==> config.mk <==
export PLATFORM = sky130hd
export DESIGN_NAME = cla_add_seq
export DESIGN_NICKNAME = d
export VERILOG_FILES = /design/src/rtl/cla_add_seq.sv
export SDC_FILE = /design/constraint.sdc
export NUM_CORES = 1
export LEC_CHECK = 0
export CAP_MARGIN = 20
export CORE_MARGIN = 2
export CORE_UTILIZATION = 50
export CTS_CLUSTER_SIZE = 24
export DETAILED_ROUTE_END_ITERATION = 7
export GPL_ROUTABILITY_DRIVEN = 0
export PLACE_DENSITY = 0.8
export SLEW_MARGIN = 15
export SYNTH_ARGS = -nofsm -noshare
export SYNTH_HDL_FRONTEND = slang
export SYNTH_SLANG_ARGS = --single-unit
==> constraint.sdc <==
create_clock -name clk -period 3.65 [get_ports clk]
set_input_delay 0.5475 -clock clk [delete_from_list [all_inputs] [get_ports clk]]
set_output_delay 0.5475 -clock clk [all_outputs]
set_load 0.1 [all_outputs]
==> src/rtl/cla_add_seq.sv <==
// cla_add_seq: multi-cycle adder/subtractor built around one shared 4-bit
// carry-look-ahead slice. One nibble is resolved per clock, LSB first, so a
// WIDTH-bit operation takes WIDTH/4 cycles and finishes with a one-cycle
// done pulse.
module cla_add_seq #(
  parameter int WIDTH = 32
) (
  input  logic             clk,
  input  logic             reset_n,
  input  logic             start,
  input  logic             op_sub,
  input  logic [WIDTH-1:0] a,
  input  logic [WIDTH-1:0] b,
  input  logic             ci,
  output logic             busy,
  output logic             done,
  output logic [WIDTH-1:0] s,
  output logic             co,
  output logic             ovf
);

  localparam int NSLICE = WIDTH / 4;
  localparam int CW     = (NSLICE > 1) ? $clog2(NSLICE) : 1;
  localparam logic [CW-1:0] LAST = CW'(NSLICE - 1);

  typedef enum logic [1:0] {
    IDLE = 2'd0,
    RUN  = 2'd1,
    DONE = 2'd2
  } state_t;

  // One 4-bit look-ahead slice; returns {carry_out, carry_into_bit3, sum}.
  // The carry into bit 3 is kept because on the top slice it is the carry
  // into the sign bit, needed for the overflow flag.
  function automatic logic [5:0] cla4(input logic [3:0] x,
                                      input logic [3:0] y,
                                      input logic       cin);
    logic [3:0] g;
    logic [3:0] p;
    logic       c1, c2, c3, c4;
    g  = x & y;
    p  = x | y;
    c1 = g[0] | (p[0] & cin);
    c2 = g[1] | (p[1] & g[0]) | (p[1] & p[0] & cin);
    c3 = g[2] | (p[2] & g[1]) | (p[2] & p[1] & g[0]) | (p[2] & p[1] & p[0] & cin);
    c4 = g[3] | (p[3] & g[2]) | (p[3] & p[2] & g[1]) | (p[3] & p[2] & p[1] & g[0])
       | (p[3] & p[2] & p[1] & p[0] & cin);
    return {c4, c3, (x ^ y ^ {c3, c2, c1, cin})};
  endfunction

  state_t          state_q, state_d;
  logic [CW-1:0]   cnt_q, cnt_d;
  logic            carry_q, carry_d;
  logic [WIDTH-1:0] s_q, s_d;
  logic            co_q, co_d;
  logic            ovf_q, ovf_d;

  logic [WIDTH-1:0] a_q, a_d;
  logic [WIDTH-1:0] b_q, b_d;
  logic            sub_q, sub_d;
  logic            ci_q, ci_d;

  logic [CW+1:0]   nib_idx;
  logic [3:0]      a_nib;
  logic [3:0]      b_nib;
  logic            slice_cin;
  logic [5:0]      slice_res;

  // Select the active nibble and evaluate the shared slice; subtract is
  // a + ~b + 1, so b is inverted and slice 0 gets a forced carry-in.
  always_comb begin
    nib_idx   = {cnt_q, 2'b00};
    a_nib     = a_q[nib_idx +: 4];
    b_nib     = sub_q ? ~b_q[nib_idx +: 4] : b_q[nib_idx +: 4];
    slice_cin = (cnt_q == '0) ? (sub_q | ci_q) : carry_q;
    if (cnt_q == '0 && !sub_q) slice_cin = ci_q;
    slice_res = cla4(a_nib, b_nib, slice_cin);
  end

  // Next-state, counter and result updates; start is only honoured outside RUN.
  always_comb begin
    state_d = state_q;
    cnt_d   = cnt_q;
    carry_d = carry_q;
    s_d     = s_q;
    co_d    = co_q;
    ovf_d   = ovf_q;
    a_d     = a_q;
    b_d     = b_q;
    sub_d   = sub_q;
    ci_d    = ci_q;
    case (state_q)
      IDLE, DONE: begin
        state_d = IDLE;
        if (start) begin
          state_d = RUN;
          cnt_d   = '0;
          carry_d = 1'b0;
          a_d     = a;
          b_d     = b;
          sub_d   = op_sub;
          ci_d    = ci;
        end
      end
      RUN: begin
        s_d[nib_idx +: 4] = slice_res[3:0];
        carry_d           = slice_res[5];
        if (cnt_q == LAST) begin
          co_d    = slice_res[5];
          ovf_d   = slice_res[4] ^ slice_res[5];
          cnt_d   = '0;
          state_d = DONE;
        end else begin
          cnt_d = cnt_q + 1'b1;
        end
      end
      default: begin
        state_d = IDLE;
        cnt_d   = '0;
      end
    endcase
  end

  // Control state and visible results, cleared asynchronously by reset.
  always_ff @(posedge clk or negedge reset_n) begin
    if (!reset_n) begin
      state_q <= IDLE;
      cnt_q   <= '0;
      carry_q <= 1'b0;
      s_q     <= '0;
      co_q    <= 1'b0;
      ovf_q   <= 1'b0;
    end else begin
      state_q <= state_d;
      cnt_q   <= cnt_d;
      carry_q <= carry_d;
      s_q     <= s_d;
      co_q    <= co_d;
      ovf_q   <= ovf_d;
    end
  end

  // Latched operands; only meaningful after a start, so no reset needed.
  always_ff @(posedge clk) begin
    a_q   <= a_d;
    b_q   <= b_d;
    sub_q <= sub_d;
    ci_q  <= ci_d;
  end

  assign busy = (state_q == RUN);
  assign done = (state_q == DONE);
  assign s    = s_q;
  assign co   = co_q;
  assign ovf  = ovf_q;

endmodule

# Yosys cells after proc, flatten, opt, wreduce, memory -nomap -nowiden
# Cells that the tools add are included.
[totals] elab_cells=75 out_inout_bits=36 inputBits=69 register_bits=106
[op_classes] shift=4 n_eq_ne=5 muxes=12 bitwise_logic=33 reduce_logical=9 addsub=2
[ops] operator="$shiftx 32x6->4" n=2
[ops] operator="$bwmux 32" n=1
[ops] operator="$shift 4x7->32 const A" n=1
[ops] operator="$shiftx 4x7->32" n=1
[ops] operator="$and 1x1->1" n=16
[ops] operator="$or 1x1->1" n=11
[ops] operator="$xor 4x4->4" n=2
[ops] operator="$neg 5->7" n=1
[ops] operator="$mux 3" n=2
[ops] operator="$pmux 3 s2" n=1
[ops] operator="$reduce_and 2->1" n=3
[ops] operator="$and 4x4->4" n=1
[ops] operator="$mux 1" n=4
[ops] operator="$mux 4" n=1
[ops] operator="$not 4->4" n=1
[ops] operator="$or 4x4->4" n=1
[ops] operator="$pmux 2 s2" n=1
[ops] operator="$add 3x1->3 const B" n=1
[ops] operator="$eq 3x3->1 const B" n=1
[ops] operator="$logic_not 3->1" n=1
[ops] operator="$eq 2x1->1 const B" n=1
[ops] operator="$eq 2x2->1 const B" n=1
[ops] operator="$logic_not 2->1" n=1
[ops] operator="$mux 2" n=1
[ops] operator="other kinds (8)" n=8

# Longest topological paths before layout
# Gate-level depths: netlist (run 1).
[depth] depth_word=11 depth_mapped=12

# Least setup slack after synthesis (run 1)
# Ideal clock, no wire load.
[synth_path] path_type="reg-to-reg" from="register cnt_q[0]" to="register s_q[3], in the netlist s[3]" n_path_buf=1 t_arrival_ps=3060 path_slack_ps=521 setup_time_ps=69 required_time_ps=3581 path_stages_with_launch=12 cell_sequence="dfrtp_1 > buf_1 > mux4_2 > nand2_1 > and2_1 > inv_1 > ha_1 > and2b_2 > a311oi_4 > o21bai_2 > xor2_1 > mux2_2"
[synth_via] elab_chain_cells=11 elab_cells_between_ends=31 classes_between="add/sub (1); shift (4); mux (4); bitwise (20); reduce/logical (2)"
[synth_lines] item="start, declared" line="52" source="logic [CW-1:0] cnt_q, cnt_d;"
[synth_lines] item="start signal, assigned" line="135" source="cnt_q <= cnt_d;"
[synth_lines] item="$shiftx 32x6->4" line="74" source="b_nib = sub_q ? ~b_q[nib_idx +: 4] : b_q[nib_idx +: 4];"
[synth_lines] item="$not 4->4" line="74"
[synth_lines] item="$mux 4" line="74"
[synth_lines] item="$or 4x4->4 / $and 4x4->4 (equally long branches)" line="42, 41"
[synth_lines] item="$and 1x1->1" line="45" source="c3 = g[2] | (p[2] & g[1]) | (p[2] & p[1] & g[0]) | (p[2] & p[1] & p[0] & cin);"
[synth_lines] item="$or 1x1->1 / $and 1x1->1 (equally long branches) (2 in a row)" line="45"
[synth_lines] item="$or 1x1->1" line="45"
[synth_lines] item="$xor 4x4->4" line="48" source="return {c4, c3, (x ^ y ^ {c3, c2, c1, cin})};"
[synth_lines] item="$shiftx 4x7->32" line="106" source="s_d[nib_idx +: 4] = slice_res[3:0];"
[synth_lines] item="$bwmux 32 *" line="106"
[synth_lines] item="end signal, assigned" line="130" source="s_q <= '0;"
[synth_lines] item="end signal, assigned" line="137" source="s_q <= s_d;"
[synth_lines] item="end, declared" line="54" source="logic [WIDTH-1:0] s_q, s_d;"
# Mark *: on every way between the ends. The rest lies on a longest branch, timed or not.
# A chain may end at the register's enable or synchronous reset.

# Worst setup path after layout (run 1)
# Ends and elaborated chain as after synthesis.

==> reports/metrics.csv, run 1 <==
stage,metric,value,unit
grt,gr ovfl total,0,
final_layout,Syn-to-layout area delta,31.32,%
setup_path,CP Capture Type,flop,
clock_network,clock-pin transition on the worst setup and hold timing paths,0.10,ns
clock_network,CTS resizes,0,
clock_network,TritonCTS buffer count,9,
route,ANT nets after route,0,
synth,Post-synth EDFFs,66,
clock_network,# clock sinks,106,
route,met1 WL,3.430,mm
clock_network,root buf cell,clkbuf_8,
synth,Post-Syn Nets,368,
floorplan,die area,9680,sq um
sta,Slew HR,0.3431,
final_layout,Antenna diodes,0,
route,Via Count,2656,
route,DRT Wirelength,8.218,mm
sta,Slew @ Worst Pin,0.9823,ns
synth,Cell variety after synth,36,
sta,fin crit period,3.274,ns
setup_path,max incr delay on CP,0.58,ns
final_layout,final net count,483,
route,Remaining DRCs,0,
grt,initial antenna violation count,0,
route,Starting DRT DRC Count,114,
route,WL per Instance,16.08,um
synth,post-synthesis sequential area ratio,0.6697,
grt,largest net degree at the start of global routing,41,
placed_design,HPWL after DPL,6.336,mm
floorplan,Die H,98.39,um
clock_network,CTS max path bufs,2,
synth,syn_area_per_cell,15.74,sq um
sta,Final Hold Vio Count,0,
floorplan,Die Width,98.39,um
setup_path,Buf/Inv on CP,2,
synth,synthesized area,4454,sq um
clock_network,CTS H-tree depth,3,
synth,yosys warns,0,
sta,skew final,0.01030,ns
synth,"flops & latches, synth",106,
outcome,status,completed,
sta,Fin Setup TNS,0,ns
synth,Synth Flop Type,edfxtp_1,
clock_network,CTS tree,built,
route,highest routing layer actually used,met4,
route,Met3 Wirelength,467,um
final_layout,"most common cell after layout, fill and taps aside",clkdlybuf4s50_1,
setup_path,critical path's slowest cell,dfrtp_1,
flow_run,max-cap violations,0,
final_layout,"commonest non-fill, non-tap cells in the layout","clkdlybuf4s50_1 (102), edfxtp_1 (66), dfrtp_1 (40), nand2_1 (31), inv_1 (17)",
floorplan,Initial Utilization,0.5133,
sta,fmax,305.5,MHz
sta,RSZ-0062 raised after global routing,no,
grt,gr usage total,0.1762,
route,DR WL met2,4.221,mm
clock_network,# hold bufs at CTS,0,
sta,crit share post-route,0.8969,
setup_path,crit path max fanout,8,
min_path,HP Class,in -> async,
grt,vias in the first global route,2705,
synth,Post-synth ARST share,0.3774,
setup_path,arrival time worst endpoint,3.58,ns
sta,fin. max-slew vios,0,
sta,Final Setup Violations,0,
route,DRT Pass-1 Iters,4,
floorplan,Core Rows,34,
clock_network,Post-CTS Repair Setup Buffers,0,
route,vias per inst,5.198,
floorplan,Top Ports,105,
setup_path,Crit Path Class,reg -> reg,
setup_path,CP required,3.95,ns
setup_path,critical-path cell list,buf_4 > mux4_2 > nand2_1 > and2_1 > inv_1 > ha_1 > and2b_2 > a311oi_4 > o21bai_2 > xor2_1 > mux2_2,
floorplan,Core ar.,8678,sq um
grt,first-pass GRT wire length,13.28,mm
setup_path,crit-path leading delay family,multiplexers,
clock_network,Worst-Skew Late Latency,0.36,ns
synth,Synth Instances,283,
setup_path,CP Launch Type,flop,
final_layout,share of layout cells above drive strength 1,0.1514,
placed_design,I/O Buffers,104,
## stage by stage
stage	instances	util	cell area [sq um]	hold slack, ns	worst slack, ns
6_report	511	0.6740	5849	0.3131	0.3761
5_1_grt	511	0.6740	5849	0.3771	0.1001
4_1_cts	511	0.6740	5849	0.3276	0.3437
3_5_place_dp	495	0.6508	5648	0.4691	0.3746
3_3_place_gp	495	0.6508	5648	0.4600	0.4812
2_1_floorplan	283	-	4454	0.2519	0.5212
## state kept, by name, indices dropped and copies added (netlist names)
| name | count |
|---|---|
| ci_q | 1 |
| s | 32 |
| carry_q | 1 |
| cnt_q | 3 |
| b_q | 32 |
| ovf | 1 |
| a_q | 32 |
| co | 1 |
| sub_q | 1 |
| state_q | 2 |
## worst reg2reg max path: stages, from the launching register on
cell and delay, ns:
dfrtp_1 0.58, buf_4 0.24, mux4_2 0.50, nand2_1 0.08, and2_1 0.20, inv_1 0.06, ha_1 0.18, and2b_2 0.20
a311oi_4 0.34, o21bai_2 0.13, xor2_1 0.44, mux2_2 0.25
## synthesized netlist by cell type (all sizes together), types with 2 or more instances
| cell type | n | area (sq um) |
|---|---|---|
| nand3 | 5 | 25.02 |
| o21ai | 7 | 35.03 |
| dfrtp | 40 | 1001 |
| clkbuf | 2 | 7.510 |
| a22o | 6 | 52.55 |
| xnor2 | 2 | 17.52 |
| nor3 | 3 | 15.01 |
| xor2 | 5 | 51.30 |
| mux2i | 8 | 80.08 |
| inv | 19 | 71.31 |
| mux4 | 16 | 360.4 |
| edfxtp | 66 | 1982 |
| ha | 15 | 187.7 |
| o31ai | 8 | 60.06 |
| nand2 | 31 | 116.4 |
| nor2 | 16 | 60.06 |
| and2 | 2 | 12.51 |
| mux2 | 14 | 157.7 |
| buf | 4 | 25.02 |
| nand2b | 2 | 12.51 |
## cells by family (layout without fill, tap and decap cells)
group | count (synthesis) | after routing | share of synthesized area
buf+inv | 25 | 145 | 0.02331
xor+xnor | 7 | 7 | 0.01545
flops | 106 | 106 | 0.6697
fa+ha+maj | 16 | 16 | 0.04663
mux | 38 | 38 | 0.1343
simple gates | 66 | 66 | 0.06601
compound gates | 25 | 25 | 0.04466
## layout make-up
| cell class | instances | area (sq um) |
|---|---|---|
| tap | 108 | 135.1 |
| clock buffer | 9 | 123.9 |
| timing repair buffer | 110 | 1091 |
| inverter | 19 | 71.32 |
| fill | 628 | 2829 |
| sequential | 106 | 2983 |
| clock inverter | 7 | 77.57 |
| multi-input combinational | 152 | 1368 |
## per-layer routing
| layer | global-route usage | vias up |
|---|---|---|
| li1 | - | 1267 |
| met1 | 0.2350 | 1282 |
| met2 | 0.2983 | 97 |
| met3 | 0.03293 | 10 |
| met4 | 0.05163 | 0 |
| met5 | 0 | - |
## worst paths after layout
kind / startpoint / end / slack [ns] / cells past startpoint
setup / recovery: cnt_q[0]$_DFFE_PN0P_ / s[3]$_DFFE_PN0P_ / 0.38 / 11
hold / removal: reset_n / s[28]$_DFFE_PN0P_ / 0.31 / 1
setup reg to reg: cnt_q[0]$_DFFE_PN0P_ / s[3]$_DFFE_PN0P_ / 0.38 / 11
hold reg to reg: s[12]$_DFFE_PN0P_ / s[12]$_DFFE_PN0P_ / 0.49 / 2
max in group asynchronous: reset_n / s[25]$_DFFE_PN0P_ / 2.76 / 1
min in group clk: s[12]$_DFFE_PN0P_ / s[12]$_DFFE_PN0P_ / 0.49 / 2
Power of run 1 is not shown: default switching activity piles up to over one toggle a cycle in this logic, so the estimate is an artifact.
==> inputs of run 2 (changes only) <==
--- a/config.mk
+++ b/config.mk
@@ -5,13 +5,13 @@
 export SDC_FILE = /design/constraint.sdc
 export NUM_CORES = 1
 export LEC_CHECK = 0
-export CAP_MARGIN = 20
+export CAP_MARGIN = 10
 export CORE_MARGIN = 2
 export CORE_UTILIZATION = 50
 export CTS_CLUSTER_SIZE = 24
 export DETAILED_ROUTE_END_ITERATION = 7
+export DONT_BUFFER_PORTS = 1
 export GPL_ROUTABILITY_DRIVEN = 0
-export PLACE_DENSITY = 0.8
 export SLEW_MARGIN = 15
 export SYNTH_ARGS = -nofsm -noshare
 export SYNTH_HDL_FRONTEND = slang
==> run 2 against run 1 <==
Compared with the run above:
- critical path depth down 1
- wire length down 8.4%
- die area is the same
- via count is 14% lower
- worst setup slack improved by 0.16 ns
- register-to-register slack improved by 0.16 ns
- cell area down 17%
- utilization down 12 points
- sequential share of layout area up 11 points
- worst hold slack got worse by 0.050 ns
- global-route usage decreased by 1.2 points
- critical path type unchanged
- largest cell class unchanged
==> reports/metrics.csv, run 2 (same netlist as run 1, synthesis figures left out) <==
stage,metric,value,unit
sta,RSZ-0062 raised after global routing,no,
sta,skew final,0.005885,ns
clock_network,root buf cell,clkbuf_8,
grt,first-pass GRT wire length,12.17,mm
grt,met1 Resource Use GR,0.2111,
clock_network,# clock sinks,106,
clock_network,CTS H-tree depth,3,
route,Starting DRT DRC Count,73,
setup_path,crit path max fanout,8,
clock_network,CTS resizes,0,
floorplan,Core Rows,34,
flow_run,max-cap violations,0,
grt,met3 Resource Use GR,0.05583,
placed_design,HPWL after DPL,5.447,mm
route,Via Count,2282,
floorplan,Top Ports,105,
route,vias per inst,5.566,
grt,initial antenna violation count,0,
sta,Slew HR,0.2779,
final_layout,"most common cell after layout, fill and taps aside",edfxtp_1,
sta,Final Hold Vio Count,0,
final_layout,FILL cells,717,
setup_path,CP Capture Type,flop,
sta,fin crit period,3.117,ns
route,DRT Wirelength,7.527,mm
setup_path,max incr delay on CP,0.51,ns
route,Remaining DRCs,0,
outcome,status,completed,
final_layout,final net count,382,
route,ANT nets after route,0,
setup_path,critical path's slowest cell,mux4_2,
setup_path,CP most frequent cell,xor2_1,
grt,vias in the first global route,2338,
setup_path,CP required,3.95,ns
grt,grt met2 use,0.2590,
grt,Top Usage Layer GRT,met2,
setup_path,crit-path leading delay family,multiplexers,
setup_path,arrival time worst endpoint,3.42,ns
clock_network,Post-CTS Repair Setup Buffers,0,
floorplan,die area,9680,sq um
clock_network,Worst-Skew Late Latency,0.36,ns
final_layout,Antenna diodes,0,
setup_path,critical-path cell list,buf_4 > mux4_2 > mux2i_1 > xor2_1 > ha_1 > and2b_2 > a311oi_4 > o21bai_2 > xor2_1 > mux2_2,
route,DRT Pass-1 Iters,4,
clock_network,TritonCTS buffer count,9,
sta,Fin Setup TNS,0,ns
floorplan,Core ar.,8678,sq um
route,WL per Instance,18.36,um
clock_network,clock-pin transition on the worst setup and hold timing paths,0.10,ns
setup_path,Crit Path Class,reg -> reg,
floorplan,Die Width,98.39,um
floorplan,Initial Utilization,0.5133,
grt,gr usage total,0.1643,
min_path,HP Class,in -> reg,
setup_path,Buf/Inv on CP,1,
clock_network,# hold bufs at CTS,1,
final_layout,"commonest non-fill, non-tap cells in the layout","edfxtp_1 (66), dfrtp_1 (40), nand2_1 (31), inv_1 (17)",
floorplan,Die H,98.39,um
grt,largest net degree at the start of global routing,41,
placed_design,I/O Buffers,0,
sta,fmax,320.8,MHz
sta,Slew @ Worst Pin,1.078,ns
clock_network,CTS max path bufs,2,
sta,fin. max-slew vios,0,
sta,crit share post-route,0.8541,
sta,Final Setup Violations,0,
final_layout,share of layout cells above drive strength 1,0.2086,
final_layout,Syn-to-layout area delta,8.371,%
clock_network,CTS tree,built,
grt,gr ovfl total,0,
setup_path,r2r setup slk,0.53,ns
setup_path,CP Launch Type,flop,
## run 2: cell count changes in the layout (fill, tap and decap cells not counted), sizes merged
| cell | previous run | this run |
|---|---|---|
| bufinv | 1 | 0 |
| clkdlybuf4s50 | 102 | 0 |
| clkinv | 2 | 3 |
| clkinvlp | 2 | 1 |
| dlygate4sd3 | 0 | 1 |
| inv | 21 | 22 |
## run 2: per-stage QoR
step | hold WS [ns] | worst slack [ns] | std cells | cell area, sq um | util
2_1_floorplan | 0.2519 | 0.5212 | 283 | 4454 | -
3_3_place_gp | 0.2529 | 0.5512 | 392 | 4612 | 0.5314
3_5_place_dp | 0.2529 | 0.5168 | 392 | 4612 | 0.5314
4_1_cts | 0.005594 | 0.4763 | 409 | 4817 | 0.5551
5_1_grt | 0.2388 | 0.2788 | 410 | 4827 | 0.5562
6_report | 0.2630 | 0.5325 | 410 | 4827 | 0.5562
## run 2: per-layer routing
metal	part of all wire	vias to the layer above
met5	0	-
met4	0.018	0
met3	0.071	10
met2	0.49	79
met1	0.42	1132
li1	-	1061
## run 2: area by class of cell
| class | instances | area [sq um] | share of cell area |
|---|---|---|---|
| Clock buffer | 9 | 123.9 | 0.02566 |
| Clock inverter | 7 | 61.31 | 0.01270 |
| Inverter | 19 | 71.32 | 0.01477 |
| Multi-Input combinational cell | 152 | 1370 | 0.2838 |
| Sequential cell | 106 | 2983 | 0.6179 |
| Tap cell | 108 | 135.1 | 0.02799 |
| Timing Repair Buffer | 9 | 82.58 | 0.01711 |
## run 2: path summary, 6_finish.rpt
kind	startpoint	endpoint	depth (start not counted)
worst max-delay path	cnt_q[0]$_DFFE_PN0P_	s[3]$_DFFE_PN0P_	10
worst min-delay path	start	cnt_q[2]$_DFFE_PN0P_	1
worst max register to register	cnt_q[0]$_DFFE_PN0P_	s[3]$_DFFE_PN0P_	10
worst min register to register	state_q[1]$_DFFE_PN0P_	cnt_q[2]$_DFFE_PN0P_	1
max in group asynchronous	reset_n	s[24]$_DFFE_PN0P_	2
min in group asynchronous	reset_n	s[6]$_DFFE_PN0P_	2
Power of run 2 is left out for the same reason.
==> inputs of run 3 (changes only) <==
--- a/config.mk
+++ b/config.mk
@@ -12,7 +12,7 @@
 export DETAILED_ROUTE_END_ITERATION = 7
 export DONT_BUFFER_PORTS = 1
 export GPL_ROUTABILITY_DRIVEN = 0
-export SLEW_MARGIN = 15
+export SLEW_MARGIN = 30
 export SYNTH_ARGS = -nofsm -noshare
 export SYNTH_HDL_FRONTEND = slang
 export SYNTH_SLANG_ARGS = --single-unit
==> run 3 against run 2 <==
Compared with the run above:
- sequential share of layout area grew 0.096 points
- maximum frequency increased by 0.12%
- critical path depth unchanged
- worst setup slack better by 0.0036 ns
- count of clock-buffer cells in the layout did not move
- register-to-register slack is essentially flat
- first-iteration DRC count rose by 9.6%
- non-clock buffer count down 1
- global-route usage decreased by 0.23 points
- final cell count down 0.24%
- worst hold slack got worse by 0.25 ns
- sequential cell count unchanged
==> reports/metrics.csv, run 3 (same netlist as run 1, synthesis figures left out) <==
stage,metric,value,unit
final_layout,FF/Latch Area,2983,sq um
final_layout,share of layout cells above drive strength 1,0.2093,
clock_network,# clock sinks,106,
sta,fin. max-slew vios,0,
grt,met3 Resource Use GR,0.05512,
min_path,HP Class,in -> async,
placed_design,I/O Buffers,0,
clock_network,CTS H-tree depth,3,
final_layout,Syn-to-layout area delta,8.202,%
clock_network,CTS tree,built,
setup_path,critical-path cell list,buf_4 > mux4_2 > mux2i_1 > xor2_1 > ha_1 > and2b_2 > a311oi_4 > o21bai_2 > xor2_1 > mux2_2,
placed_design,placed insts,392,
setup_path,critical path's slowest cell,mux4_2,
floorplan,Initial Utilization,0.5133,
final_layout,final net count,381,
grt,gr ovfl total,0,
clock_network,clock-pin transition on the worst setup and hold timing paths,0.10,ns
route,DRT Wirelength,7.475,mm
floorplan,Core ar.,8678,sq um
grt,first-pass GRT wire length,12.15,mm
floorplan,Core Rows,34,
clock_network,TritonCTS buffer count,9,
setup_path,crit path max fanout,8,
floorplan,Top Ports,105,
route,WL per Instance,18.28,um
final_layout,design area,4820,sq um
setup_path,start of the worst register-to-register path,cnt_q[0]$_DFFE_PN0P_,
sta,RSZ-0062 raised after global routing,no,
final_layout,Multi-input gate area,1375,sq um
final_layout,"commonest non-fill, non-tap cells in the layout","edfxtp_1 (66), dfrtp_1 (40), nand2_1 (31), inv_1 (17)",
route,ANT nets after route,0,
final_layout,FILL cells,725,
clock_network,root buf cell,clkbuf_8,
flow_run,max-cap violations,0,
placed_design,DP Area,4617,sq um
floorplan,die area,9680,sq um
floorplan,Die Width,98.39,um
clock_network,CTS max path bufs,2,
sta,Final Setup Violations,0,
route,Via Count,2260,
setup_path,r2r setup slk,0.54,ns
sta,Slew HR,0.3729,
grt,Top Usage Layer GRT,met2,
grt,largest net degree at the start of global routing,41,
placed_design,Placement Setup Slack,0.5093,ns
setup_path,Crit Path Class,reg -> reg,
grt,gr usage total,0.1620,
sta,Slew @ Worst Pin,0.9406,ns
setup_path,CP Launch Type,flop,
sta,fmax,321.1,MHz
grt,initial antenna violation count,0,
setup_path,CP Capture Type,flop,
grt,grt met2 use,0.2580,
setup_path,cell count of the worst reg-to-reg path,10,
floorplan,Die H,98.39,um
setup_path,max incr delay on CP,0.51,ns
sta,skew final,0.01170,ns
route,vias per inst,5.526,
grt,vias in the first global route,2370,
sta,Final Hold Vio Count,0,
outcome,status,completed,
sta,Fin Setup TNS,0,ns
route,DRT Pass-1 Iters,4,
sta,PnR worst setup slack,0.5362,ns
final_layout,Layout Cells excl Fill,409,
setup_path,CP most frequent cell,xor2_1,
setup_path,FF-to-FF End,s[3]$_DFFE_PN0P_,
sta,fin crit period,3.114,ns
placed_design,HPWL after DPL,5.454,mm
final_layout,"most common cell after layout, fill and taps aside",edfxtp_1,
final_layout,Antenna diodes,0,
route,Remaining DRCs,0,
clock_network,Worst-Skew Late Latency,0.37,ns
grt,met1 Resource Use GR,0.2111,
setup_path,CP required,3.96,ns
sta,crit share post-route,0.8531,
route,Starting DRT DRC Count,80,
setup_path,arrival time worst endpoint,3.42,ns
==> run 3: cell types whose count changed in the layout (fill, tap and decap cells not counted), sizes merged <==
cell and delta:
dlygate4sd3 -1
==> run 3: routing by layer <==
metal / share of wire / up-vias
li1: - / 1062
met3: 0.071 / 10
met5: 0 / -
met1: 0.42 / 1115
met4: 0.015 / 0
met2: 0.49 / 73
==> run 3: per-stage QoR <==
stage / hold slack, ns / util
2_1_floorplan: 0.2519 / -
3_3_place_gp: 0.2529 / 0.5314
3_5_place_dp: 0.2529 / 0.5320
4_1_cts: 0.003734 / 0.5554
5_1_grt: 0.001034 / 0.5554
6_report: 0.008572 / 0.5554
==> run 3: worst max-delay path by stage <==
stage,end,depth (start not counted),from,slack (ns)
global route,s[19]$_DFFE_PN0P_,10,cnt_q[0]$_DFFE_PN0P_,0.28
detailed placement,s[3]$_DFFE_PN0P_,10,cnt_q[0]$_DFFE_PN0P_,0.51
global placement,s[3]$_DFFE_PN0P_,11,cnt_q[0]$_DFFE_PN0P_,0.55
finish,s[3]$_DFFE_PN0P_,10,cnt_q[0]$_DFFE_PN0P_,0.54
CTS,s[3]$_DFFE_PN0P_,11,cnt_q[0]$_DFFE_PN0P_,0.48
floorplan,s[3]$_DFFE_PN0P_,11,cnt_q[0]$_DFFE_PN0P_,0.52
==> run 3: layout make-up <==
class | count | share of cell area
Sequential cell | 106 | 0.6189
Multi-Input combinational cell | 152 | 0.2853
Timing Repair Buffer | 8 | 0.01506
Tap cell | 108 | 0.02804
Clock inverter | 7 | 0.01220
Clock buffer | 9 | 0.02570
Inverter | 19 | 0.01480
==> run 3: critical path: cells and delay by family (launching register included) <==
family | cells | cell delay (ns)
AO/OA/AOI/OAI | 2 | 0.46
XOR/XNOR | 2 | 0.71
adder cells (fa/ha/maj) | 1 | 0.19
buffers and inverters | 1 | 0.18
flip-flops | 1 | 0.36
multiplexers | 3 | 0.94
AND/OR/NAND/NOR | 1 | 0.23
==> run 3: what timing repair did <==
item,in CTS,in global routing
gates resized for setup,0,0
buffers inserted,0,0
hold buffers,1,0
hold endpoints to repair,40,0
endpoints found under the setup margin,0,0
Power of run 3 is left out for the same reason.
